`config.mk`:
```
export PLATFORM = sky130hd
export DESIGN_NAME = hilo_div_ctrl_flat
export DESIGN_NICKNAME = d
export VERILOG_FILES = /design/src/rtl/hilo_div_if.sv /design/src/rtl/hilo_div_ctrl.sv /design/src/flat_wrapper.sv
export SDC_FILE = /design/constraint.sdc
export NUM_CORES = 1
export LEC_CHECK = 0
export CELL_PAD_IN_SITES_DETAIL_PLACEMENT = 2
export CELL_PAD_IN_SITES_GLOBAL_PLACEMENT = 2
export CORE_UTILIZATION = 23
export CTS_CLUSTER_DIAMETER = 150
export DETAILED_ROUTE_END_ITERATION = 16
export GPL_TIMING_DRIVEN = 1
export PLACE_DENSITY_LB_ADDON = 0.1
export RECOVER_POWER = 100
export SLEW_MARGIN = 40
export SYNTH_ARGS = -nofsm -noshare
export SYNTH_HDL_FRONTEND = slang
export SYNTH_SLANG_ARGS = --single-unit
```
`constraint.sdc`:
```
create_clock -name clock -period 5.2 [get_ports clock]
set_clock_uncertainty 0.15 [all_clocks]
set_input_delay 0.52 -clock clock [delete_from_list [all_inputs] [get_ports clock]]
set_output_delay 0.52 -clock clock [all_outputs]
set_load 0.1 [all_outputs]
```
`src/rtl/hilo_div_if.sv`:
```
// Handshake bundle between the HI/LO controller and the 32-cycle signed
// divider.
//   div_start    : one-cycle launch pulse (controller -> divider)
//   div_dividend : dividend, held stable for the whole run (controller -> divider)
//   div_divisor  : divisor, held stable for the whole run (controller -> divider)
//   div_busy     : divider busy (divider -> controller)
//   div_q        : quotient, valid once div_busy falls (divider -> controller)
//   div_r        : remainder, same validity as div_q (divider -> controller)
// Modports: master = controller side, slave = divider side.
interface hilo_div_if;
  logic        div_start;
  logic [31:0] div_dividend;
  logic [31:0] div_divisor;
  logic        div_busy;
  logic [31:0] div_q;
  logic [31:0] div_r;

  modport master (
    output div_start, div_dividend, div_divisor,
    input  div_busy, div_q, div_r
  );

  modport slave (
    input  div_start, div_dividend, div_divisor,
    output div_busy, div_q, div_r
  );
endinterface

```
`src/rtl/hilo_div_ctrl.sv`:
```
// Issue/writeback controller that sits between EX and the signed divider.
// It owns the HI/LO register pair. A DIV is launched, the pipeline is stalled
// until the divider finishes (or times out), and then the quotient is written
// to LO and the remainder to HI. In IDLE it also services MULT, MTHI and MTLO.
// Ports:
//   clock, reset        : rising-edge clock, asynchronous active-high reset
//   div_req             : decoded DIV in EX (held while stall is high)
//   mult_we/mthi_we/mtlo_we : HI/LO write requests (honoured in IDLE only)
//   rs_val, rt_val      : dividend/divisor; rs_val is also the MTHI/MTLO source
//   mult_prod           : 64-bit product; [63:32] goes to HI, [31:0] to LO
//   div                 : divider handshake (master side)
//   stall               : freezes PC, IF/ID and ID/EX
//   hi, lo              : HI/LO registers
//   div_err             : sticky divider-timeout flag
module hilo_div_ctrl #(
  parameter int TIMEOUT = 40,
  parameter int CNT_W   = 6
) (
  input  logic        clock,
  input  logic        reset,
  input  logic        div_req,
  input  logic        mult_we,
  input  logic        mthi_we,
  input  logic        mtlo_we,
  input  logic [31:0] rs_val,
  input  logic [31:0] rt_val,
  input  logic [63:0] mult_prod,
  hilo_div_if.master  div,
  output logic        stall,
  output logic [31:0] hi,
  output logic [31:0] lo,
  output logic        div_err
);

  typedef enum logic [1:0] {
    IDLE  = 2'd0,
    START = 2'd1,
    WAIT  = 2'd2,
    DONE  = 2'd3
  } state_t;

  localparam logic [CNT_W-1:0] TMO_LIM = CNT_W'(TIMEOUT);

  state_t           state;
  state_t           state_next;
  logic [CNT_W-1:0] cnt;
  logic [CNT_W-1:0] cnt_inc;
  logic [31:0]      dividend;
  logic [31:0]      divisor;
  logic             launch;
  logic             capture;
  logic             timeout;
  logic             start;

  assign cnt_inc          = cnt + CNT_W'(1);
  assign div.div_start    = start;
  assign div.div_dividend = dividend;
  assign div.div_divisor  = divisor;

  always_ff @(posedge clock or posedge reset) begin
    if (reset) begin
      state <= IDLE;
    end else begin
      state <= state_next;
    end
  end

  always_comb begin
    state_next = state;
    stall      = 1'b0;
    start      = 1'b0;
    launch     = 1'b0;
    capture    = 1'b0;
    timeout    = 1'b0;
    case (state)
      IDLE: begin
        // A divide by zero is never launched: the instruction simply
        // retires with HI/LO untouched.
        if (div_req && (rt_val != '0)) begin
          launch     = 1'b1;
          stall      = 1'b1;
          state_next = START;
        end
      end
      START: begin
        start      = 1'b1;
        stall      = 1'b1;
        state_next = WAIT;
      end
      WAIT: begin
        stall = 1'b1;
        if (!div.div_busy) begin
          capture    = 1'b1;
          state_next = DONE;
        end else if (cnt_inc == TMO_LIM) begin
          // This is the TIMEOUT-th WAIT cycle with the divider still busy.
          timeout    = 1'b1;
          state_next = DONE;
        end
      end
      DONE: begin
        // stall is low here so the held DIV retires; div_req is deliberately
        // not looked at, otherwise the same instruction would relaunch.
        state_next = IDLE;
      end
      default: state_next = IDLE;
    endcase
  end

  always_ff @(posedge clock or posedge reset) begin
    if (reset) begin
      hi       <= '0;
      lo       <= '0;
      dividend <= '0;
      divisor  <= '0;
      cnt      <= '0;
      div_err  <= 1'b0;
    end else begin
      if (launch) begin
        dividend <= rs_val;
        divisor  <= rt_val;
        div_err  <= 1'b0;
      end

      if (state == START) begin
        cnt <= '0;
      end else if (state == WAIT) begin
        cnt <= cnt_inc;
      end

      if (capture) begin
        lo <= div.div_q;
        hi <= div.div_r;
      end

      if (timeout) begin
        div_err <= 1'b1;
      end

      // Single-cycle HI/LO writes; only the highest-priority one applies.
      if ((state == IDLE) && !div_req) begin
        if (mult_we) begin
          hi <= mult_prod[63:32];
          lo <= mult_prod[31:0];
        end else if (mthi_we) begin
          hi <= rs_val;
        end else if (mtlo_we) begin
          lo <= rs_val;
        end
      end
    end
  end

endmodule

```
`src/flat_wrapper.sv`:
```
// flat-port wrapper written by rule: the top's interface ports become plain ports
module hilo_div_ctrl_flat 
#(
  parameter int TIMEOUT = 40,
  parameter int CNT_W   = 6
)
  (clock, reset, div_req, mult_we, mthi_we, mtlo_we, rs_val, rt_val, mult_prod, stall, hi, lo, div_err, div_div_start, div_div_dividend, div_div_divisor, div_div_busy, div_div_q, div_div_r);
  hilo_div_if div_i ();
  input  logic clock;
  input  logic reset;
  input  logic div_req;
  input  logic mult_we;
  input  logic mthi_we;
  input  logic mtlo_we;
  input  logic [31:0] rs_val;
  input  logic [31:0] rt_val;
  input  logic [63:0] mult_prod;
  output logic stall;
  output logic [31:0] hi;
  output logic [31:0] lo;
  output logic div_err;
  output wire logic [$bits(div_i.div_start)-1:0] div_div_start;
  output wire logic [$bits(div_i.div_dividend)-1:0] div_div_dividend;
  output wire logic [$bits(div_i.div_divisor)-1:0] div_div_divisor;
  input wire logic [$bits(div_i.div_busy)-1:0] div_div_busy;
  input wire logic [$bits(div_i.div_q)-1:0] div_div_q;
  input wire logic [$bits(div_i.div_r)-1:0] div_div_r;
  assign div_div_start = div_i.div_start;
  assign div_div_dividend = div_i.div_dividend;
  assign div_div_divisor = div_i.div_divisor;
  assign div_i.div_busy = div_div_busy;
  assign div_i.div_q = div_div_q;
  assign div_i.div_r = div_div_r;
  hilo_div_ctrl #(.TIMEOUT(TIMEOUT), .CNT_W(CNT_W)) u_core (.clock(clock), .reset(reset), .div_req(div_req), .mult_we(mult_we), .mthi_we(mthi_we), .mtlo_we(mtlo_we), .rs_val(rs_val), .rt_val(rt_val), .mult_prod(mult_prod), .div(div_i), .stall(stall), .hi(hi), .lo(lo), .div_err(div_err));
endmodule
```
==> results.md, run 1 <==
* Synth Area in XOR/XNOR at 0%
* Tmin final at 3.798 ns
* CTS-repair resized insts at 0
* WHS Endpoint: u_core.div.div_divisor[17]
* RSZ-0062 raised after global routing: false
* Antenna-violating nets left at 0
* Sink Count at 137
* Count of cell types in the netlist at 35
* Worst path cell trace: dlygate4sd3_1 > nor4_1 > nand4_1 > o211ai_4 > clkbuf_2 > mux2_2
* Clk pin slew, worst setup/hold paths at 0.06 ns
* Tot GR Track Use at 19.85%
* Initial core utilization at 23.40%
* Mux cell area share after synthesis at 14.65%
* Hold_buf cts at 0
* Final TNS setup at 0 ns
* DP HPWL at 21.35 mm
* Period utilisation layout at 73.04%
* Mapped Avg Cell Area at 10.62 µm²
* Crit-path max cell delay at 1.38 ns
* Post-synthesis cell area at 0.006500 mm²
* I/O pins at 330
* GRT overflow at 0
* Initial DRC count at 158
* Top-count cell post-synth: dfrtp_1
* Area leader, netlist: dfrtp_1
* Top delay family on crit path: buffers and inverters
* CTS tree: built
* Number of global-route vias before repair at 7179
* Cells after Synth at 612
* Clk buf depth at 2
* Final-report hold violation count at 0
* Post-synth top cells: dfrtp_1 (137), nand2_1 (101), a31oi_1 (57), a211oi_1 (45), mux2_1 (38)
* Largest net degree at the start of global routing at 97
* Synth async-reset ratio at 100.0%
* CP Max Fanout at 65
* Die width at 170.1 µm
* Synth Flop Type: dfrtp_1
* Synth top area cells: dfrtp_1 (53%), mux2_1 (6.6%), nand2_1 (5.8%)
* Drt pass-1 iters at 4
* Layout Cells excl Fill at 1316
* Max-Slew Margin vs Limit at -51.25%
* Status: complete, but fails checks
* H-tree depth at 4
* Nets at 1130
* Least-Margin Pin Slew at 2.269 ns
* Synth-to-layout area growth at 54.19%
* Compound-cell area share of the yosys netlist at 15.90%
* Reg2Reg Launch Point: u_core.state[0]
* R2R setup slack at 2.02 ns
* Routed via count at 6270
* Share of layout cells above drive strength 1 at 8.013%
* Hold_ws at 0.3427 ns
* Post-synth net total at 818
* R2R depth at 8
* Failing checks: max-capacitance violations, max-slew violations
* Post CTS Setup Buffer Count at 0
* WS Path Type: input port to register
* DR DRC count at 0
* Worst setup EP type: register
* CTS Root Cell: clkbuf_16
* Fin. max-slew vios at 163
* Inst Count DP at 1283
* Core area at 0.02778 mm²
* Max frequency at 263.3 MHz
* Initial antenna violation count at 4
* Yosys warns at 0
* CP max-delay cell: clkbuf_2
* Buffers plus inverters on the worst setup path at 2
* Hold Path Origin: u_core.div.div_divisor[17]
* Final Setup Violations at 0
* Top-area cell type share of the netlist area at 52.74%
* Path category of the worst min-delay check: register to register
* Routability cong. at 0.8126
* Min-Delay Path Depth at 1
* Post-Synth Simple-Gate Area at 11.78%
* Worst EP arrival at 3.94 ns
* R2R Path End: u_core.lo[11]
* Post-synth EDFFs at 0
* Routed wire length at 28.53 mm
* Yosys reg bits at 137
* Max-cap violations at 2
* CP required at 5.34 ns
* First-pass GRT wire length at 42.74 mm
* Clock Latency Late Sink at 0.43 ns
* CTS buffer count at 17
* Synth Area in Adders at 1.347%
* Port buffer count at 329
* Register area share after synthesis at 52.74%
* Wire length per cell at 21.68 µm
* Worst setup SP type: input port
* Die area at 0.02894 mm²
* Die Ht at 170.1 µm
* Row cnt at 61
* Vias per cell at 4.764
* Largest family of logic cells by synthesized area: compound AO/OA/AOI/OAI gates
## per-layer routing
metal / track usage (%) / vias to the layer above / wire (µm)
li1: - / 2852 / -
met1: 22.72 / 3179 / 11530
met2: 35.89 / 202 / 14740
met3: 5.186 / 33 / 1673
met4: 6.071 / 4 / 558
met5: 0 / - / 25
## sequential cells by signal, summed over array words and instances, names as in the netlist
register	flops
u_core.cnt	6
u_core.hi	32
u_core.div_err	1
u_core.div.div_dividend	32
u_core.div.div_divisor	32
u_core.lo	32
u_core.state	2
## kinds of logic (layout without fill, tap and decap cells)
group / Yosys count / after routing
and+or+nand+nor: 173 / 173
AOI/OAI and AO/OA: 158 / 158
DFF: 137 / 137
muxes: 87 / 87
buffers and inverters: 50 / 374
adders and majority gates: 7 / 7
other: 0 / 2
## how the worst max path moves through the flow
stage | from | end | slack [ns] | cells past startpoint
6_report | rt_val[18] | u_core.div.div_dividend[27] | 1.40 | 6
5_1_grt | rt_val[18] | u_core.div.div_dividend[17] | 1.18 | 6
2_1_floorplan | reset | u_core.cnt[0] | 0.86 | 1
3_5_place_dp | rt_val[18] | u_core.div.div_dividend[18] | 1.91 | 6
4_1_cts | rt_val[18] | stall | 2.14 | 6
3_3_place_gp | rt_val[18] | stall | 1.55 | 6
## layout by cell type, fill, tap and decap left out, types with 9 or more instances in the layout
cell,instances
a211oi_1,45
a21oi_1,13
a22oi_1,9
a31oi_1,57
clkbuf_1,132
clkbuf_16,17
clkdlybuf4s50_1,195
dfrtp_1,137
mux2_1,39
mux2_2,26
mux2i_1,22
nand2_1,101
nor2_1,26
nor2b_1,26
o21ai_0,17
o22ai_1,9
## per-stage QoR
stage | utilization [%] | setup WS, ns | instance area [µm²]
global placement | 36.57 | 1.553 | 10160
global route | 36.07 | 1.180 | 10020
detailed placement | 34.40 | 1.913 | 9558
floorplan | - | 0.8622 | 6500
finish | 36.07 | 1.402 | 10020
CTS | 36.71 | 2.144 | 10200
## final cells by class
cell class	instances	area (µm²)
clock buffer	19	452.9
timing repair buffer	339	2570
sequential	137	3428
antenna	2	5.005
multi-input combinational	425	2885
fill	3095	17760
clock inverter	12	188.9
tap	378	473.0
inverter	4	18.77
Power of run 1 is not shown: default switching activity piles up to over one toggle a cycle in this logic, so the estimate is an artifact.
==> inputs of run 2 (changes only) <==
--- a/config.mk
+++ b/config.mk
@@ -7,7 +7,7 @@
 export LEC_CHECK = 0
 export CELL_PAD_IN_SITES_DETAIL_PLACEMENT = 2
 export CELL_PAD_IN_SITES_GLOBAL_PLACEMENT = 2
-export CORE_UTILIZATION = 23
+export CORE_UTILIZATION = 21
 export CTS_CLUSTER_DIAMETER = 150
 export DETAILED_ROUTE_END_ITERATION = 16
 export GPL_TIMING_DRIVEN = 1
==> constraint.sdc (replaced) <==
create_clock -name clock -period 3.36 [get_ports clock]
set_clock_uncertainty 0.15 [all_clocks]
set_input_delay 0.336 -clock clock [delete_from_list [all_inputs] [get_ports clock]]
set_output_delay 0.336 -clock clock [all_outputs]
set_load 0.1 [all_outputs]
==> run 2 against run 1 <==
Compared with the run above: critical path depth unchanged; worst setup slack got worse by 0.91 ns; core utilization shrank 3.3 points; sequential cell count unchanged; the flow still finishes with violations (max-capacitance violations, max-slew violations); first-iteration DRC count is 0.63% higher; register-to-register slack worse by 1.5 ns; critical endpoint is now stall; hold slack lost 0.0029 ns; final area decreased by 0.37%; die area grew 9.4%; via count decreased by 0.70%.
==> results.md, run 2 (same netlist as run 1, synthesis figures left out) <==
* Commonest non-fill, non-tap cells in the layout: clkdlybuf4s50_1 (196), dfrtp_1 (137), clkbuf_1 (135), nand2_1 (101), a31oi_1 (57)
* Final TNS setup at 0 ns (unchanged)
* Vias per cell at 4.636 (-2.7%)
* Routed wire length at 29.35 mm (+2.9%)
* Crit-path max cell delay at 0.43 ns (-0.95 ns)
* Tot GR Track Use at 18.58% (-1.3 points)
* Largest net degree at the start of global routing at 138 (+42%)
* I/O pins at 330 (unchanged)
* Sink Count at 137 (unchanged)
* Commonest non-fill, non-tap cell in the layout: clkdlybuf4s50_1
* Routability cong. at 0.7961 (-2.0%)
* Die Ht at 177.9 µm (+4.6%)
* Die width at 177.9 µm (+4.6%)
* Max-cap violations at 1 (-1)
* Nets at 1134 (+0.35%)
* Inst Count DP at 1304 (+1.6%)
* First-pass GRT wire length at 43.37 mm (+1.5%)
* CP required at 2.87 ns (-2.47 ns)
* Initial DRC count at 159 (+0.63%)
* CTS tree: built
* GRT overflow at 0 (unchanged)
* Least-Margin Pin Slew at 1.668 ns (-0.6004 ns)
* Routed via count at 6226 (-0.70%)
* Max-Slew Margin vs Limit at -11.22% (+40 points)
* WS Path Type: input port to output pin
* Path category of the worst min-delay check: register to register
* FILL cells at 3386 (+9.4%)
* Hold_buf cts at 0 (unchanged)
* Clock Latency Late Sink at 0.42 ns (about the same)
* Max frequency at 349.1 MHz
* H-tree depth at 4 (unchanged)
* CTS buffer count at 17 (unchanged)
* CP max-delay cell: clkdlybuf4s50_1
* CP Max Fanout at 3 (-95%)
* Initial antenna violation count at 6 (+2)
* Layout Cells excl Fill at 1343 (+2.1%)
* Clk buf depth at 2 (unchanged)
* Drt pass-1 iters at 4 (unchanged)
* Initial core utilization at 21.30% (-2.1 points)
* Period utilisation layout at 85.26%
* Clk pin slew, worst setup/hold paths at 0.05 ns (about the same)
* Row cnt at 64 (+4.9%)
* Status: complete, but fails checks
* DP HPWL at 21.81 mm (+2.1%)
* CTS-repair resized insts at 0 (unchanged)
* Multi-input gate area at 0.002853 mm² (-1.1%)
* Port buffer count at 329 (unchanged)
* Wire length per cell at 21.85 µm (+0.81%)
* Worst setup SP type: input port
* Post CTS Setup Buffer Count at 0 (unchanged)
* Fin. max-slew vios at 59 (-64%)
* Final Setup Violations at 0 (unchanged)
* Failing checks: max-capacitance violations, max-slew violations
* Share of layout cells above drive strength 1 at 8.077% (+0.064 points)
* RSZ-0062 raised after global routing: false
* Core area at 0.03051 mm² (+9.8%)
* Worst setup EP type: output pin
* CTS Root Cell: clkbuf_16
* Final-report hold violation count at 0 (unchanged)
* Worst EP arrival at 2.38 ns (-1.56 ns)
* Worst path cell trace: clkdlybuf4s50_1 > nor4_1 > nand4_1 > o211ai_1 > a21oi_1 > clkbuf_2
* Number of global-route vias before repair at 7098 (-1.1%)
* DR DRC count at 0 (unchanged)
* Tmin final at 2.865 ns
* Antenna-violating nets left at 0 (unchanged)
* FF+latch area at 0.003428 mm² (unchanged)
* Synth-to-layout area growth at 53.61%
* Die area at 0.03166 mm² (+9.4%)
[run 2: changes by cell type in the layout (fill, tap and decap cells not counted), moves of 2 or more]
cell        change
clkinv_2        +4
diode_2         +4
bufinv_16       -3
clkbuf_1        +3
clkbuf_2        +3
buf_4           -2
clkinv_4        -2
clkinvlp_4      +2
inv_6           -2
o21ai_4         -2
[run 2: worst paths after layout]
check / startpoint / endpoint / slack [ns] / cells after the start
max: rt_val[18] / stall / 0.50 / 6
min: u_core.div.div_divisor[16] / u_core.div.div_divisor[16] / 0.34 / 1
max reg2reg: u_core.state[1] / u_core.hi[7] / 0.54 / 7
min reg2reg: u_core.div.div_divisor[16] / u_core.div.div_divisor[16] / 0.34 / 1
max in group asynchronous: reset / u_core.lo[30] / 1.05 / 4
min in group asynchronous: reset / u_core.div.div_divisor[24] / 0.85 / 3
[run 2: critical path: cells and delay by family]
kind / cells / cell delay, ns
AO/OA/AOI/OAI: 2 / 0.49
buffers and inverters: 2 / 0.81
AND/OR/NAND/NOR: 2 / 0.73
[run 2: final cells by class]
class                   count  area share, %
well taps                 396          4.962
diodes                      6         0.1504
clock buffers              21          4.511
flip-flops and latches    137          34.34
repair buffers            343          26.29
inverters                   4         0.1880
clock inverters            11         0.9900
multi-input cells         425          28.57
[run 2: metal layers]
layer	up-vias	GRT usage (%)	wire (µm)
met3	45	5.463	1960
met5	-	0	0
li1	2863	-	-
met2	219	31.53	14530
met4	0	8.155	831
met1	3099	21.55	12020
[run 2: per-stage QoR]
step	instance area [µm²]	utilization, %	worst slack [ns]	hold slack (ns)
after floorplan	6504	-	0.2383	0.3151
after global placement	10220	33.49	0.4800	0.3236
after detailed placement	9701	31.80	0.3589	0.3254
after CTS	10250	33.60	0.5613	0.3170
after global routing	9982	32.72	0.2231	0.3408
final	9985	32.73	0.4953	0.3398
Power of run 2 is left out for the same reason.
==> inputs of run 3 (changes only) <==
--- a/config.mk
+++ b/config.mk
@@ -11,7 +11,7 @@
 export CTS_CLUSTER_DIAMETER = 150
 export DETAILED_ROUTE_END_ITERATION = 16
 export GPL_TIMING_DRIVEN = 1
-export PLACE_DENSITY_LB_ADDON = 0.1
+export PLACE_DENSITY = 0.82
 export RECOVER_POWER = 100
 export SLEW_MARGIN = 40
 export SYNTH_ARGS = -nofsm -noshare
==> run 3 against run 2 <==
Compared with the run above: largest cell class unchanged; worst setup slack about the same; highest routed layer unchanged; wire length decreased by 1.5%; final cell count is 0.15% lower; die area stayed put; the flow still finishes with violations (max-capacitance violations, max-slew violations); clock-buffer cell count decreased by 3; sequential share of layout area is 0.27 points lower; global-route usage decreased by 0.29 points; critical endpoint is now u_core.hi[22].
==> results.md, run 3 (same netlist as run 1, synthesis figures left out) <==
* Status: complete, but fails checks
* Failing checks: max-capacitance violations, max-slew violations
* Number of global-route vias before repair at 7028 (-0.99%)
* Synth-to-layout area growth at 54.82%
* Hold_ws at 0.2702 ns (-0.06960 ns)
* Routability cong. at 0.8013 (+0.65%)
* Pre-CTS setup slack at 0.5009 ns (+0.1420 ns)
* Port buffer count at 329 (unchanged)
* CTS buffer count at 17 (unchanged)
* Worst setup EP type: register
* CP Max Fanout at 17 (+14)
* Antenna cells at 0 (-6)
* Routed wire length at 28.90 mm (-1.5%)
* Path category of the worst min-delay check: input port to register
* Antenna-violating nets left at 0 (unchanged)
* M3 GR Usage at 5.313% (-0.15 points)
* Clk buf depth at 2 (unchanged)
* Final Setup Violations at 0 (unchanged)
* Clk pin slew, worst setup/hold paths at 0.07 ns (+0.02 ns)
* CTS tree: built
* Nets at 1138 (+0.35%)
* Core area at 0.03051 mm² (unchanged)
* Util after Layout at 32.98% (+0.26 points)
* WS Path Type: register to register
* Max-cap violations at 1 (unchanged)
* DR DRC count at 0 (unchanged)
* Drt pass-1 iters at 4 (unchanged)
* Max-Slew Margin vs Limit at -30.60% (-19 points)
* GRT Max-Usage Layer: met2
* Period utilisation layout at 85.25% (about the same)
* CTS Root Cell: clkbuf_16
* Tot GR Track Use at 18.30% (-0.29 points)
* Die width at 177.9 µm (unchanged)
* Least-Margin Pin Slew at 1.959 ns (+0.2906 ns)
* CTS-repair resized insts at 0 (unchanged)
* R2R setup slack at 0.50 ns (-0.04 ns)
* Routed via count at 6274 (+0.77%)
* Initial antenna violation count at 0 (-6)
* Met1 Use GR at 21.09% (-0.46 points)
* Row cnt at 64 (unchanged)
* Met2 Usage GRT at 31.71% (+0.18 points)
* Share of layout cells above drive strength 1 at 8.783% (+0.71 points)
* Die area at 0.03166 mm² (unchanged)
* Die Ht at 177.9 µm (unchanged)
* Post CTS Setup Buffer Count at 0 (unchanged)
* Initial DRC count at 214 (+35%)
* First-pass GRT wire length at 43.05 mm (-0.75%)
* Worst setup SP type: register
* Worst EP arrival at 3.00 ns (+0.62 ns)
* FILL cells at 3372 (-0.41%)
* Tmin final at 2.864 ns (-0.0002530 ns)
* Commonest non-fill, non-tap cells in the layout: clkdlybuf4s50_1 (195), dfrtp_1 (137), clkbuf_1 (133), nand2_1 (101), a31oi_1 (57)
* Commonest non-fill, non-tap cell in the layout: clkdlybuf4s50_1
* Setup slack after layout at 0.4956 ns (+0.0002530 ns)
* Final-report hold violation count at 0 (unchanged)
* Final TNS setup at 0 ns (unchanged)
* I/O pins at 330 (unchanged)
* Vias per cell at 4.679 (+0.92%)
* DP HPWL at 21.48 mm (-1.5%)
* Wire length per cell at 21.55 µm (-1.4%)
* Largest net degree at the start of global routing at 138 (unchanged)
* GRT overflow at 0 (unchanged)
* Hold_buf cts at 0 (unchanged)
* Initial core utilization at 21.30% (unchanged)
* RSZ-0062 raised after global routing: false
* Sink Count at 137 (unchanged)
* H-tree depth at 4 (unchanged)
* CP required at 3.50 ns (+0.63 ns)
* Clock Latency Late Sink at 0.43 ns (about the same)
* Max frequency at 349.1 MHz (about the same)
* Fin. max-slew vios at 70 (+19%)
run 3: final timing paths:
check	depth (start not counted)	from	to
max	7	u_core.state[0]	u_core.hi[22]
min	2	mult_we	u_core.hi[14]
max reg2reg	7	u_core.state[0]	u_core.hi[22]
min reg2reg	1	u_core.div.div_dividend[3]	u_core.div.div_dividend[3]
max in group asynchronous	4	reset	u_core.hi[27]
min in group asynchronous	3	reset	u_core.div.div_dividend[10]
run 3: metrics by stage:
stage	instance area, µm²	cells
global route	10060	1341
global placement	10270	1308
finish	10060	1341
detailed placement	9646	1308
floorplan	6504	612
CTS	10280	1340
run 3: final cells by class:
cell class	instances	area [µm²]	share of cell area (%)
clock buffers	18	439.2	4.364
repair buffers	347	2621	26.05
inverters	4	18.77	0.1865
clock inverters	14	193.9	1.927
multi-input cells	425	2867	28.48
well taps	396	495.5	4.924
flip-flops and latches	137	3428	34.07
run 3: routing by layer:
layer | wire length [µm] | vias up
li1 | - | 2859
met5 | 0 | -
met4 | 763 | 0
met2 | 14640 | 225
met3 | 1952 | 43
met1 | 11550 | 3147
run 3: critical path, cell delays in order (launching register included):
cell and delay, ns:
dfrtp_1 0.43, inv_1 0.13, ha_1 0.29, nor2b_1 0.59, o21ai_4 0.35, buf_4 0.31
a211oi_1 0.40, a31oi_1 0.08
Power of run 3 is left out for the same reason.
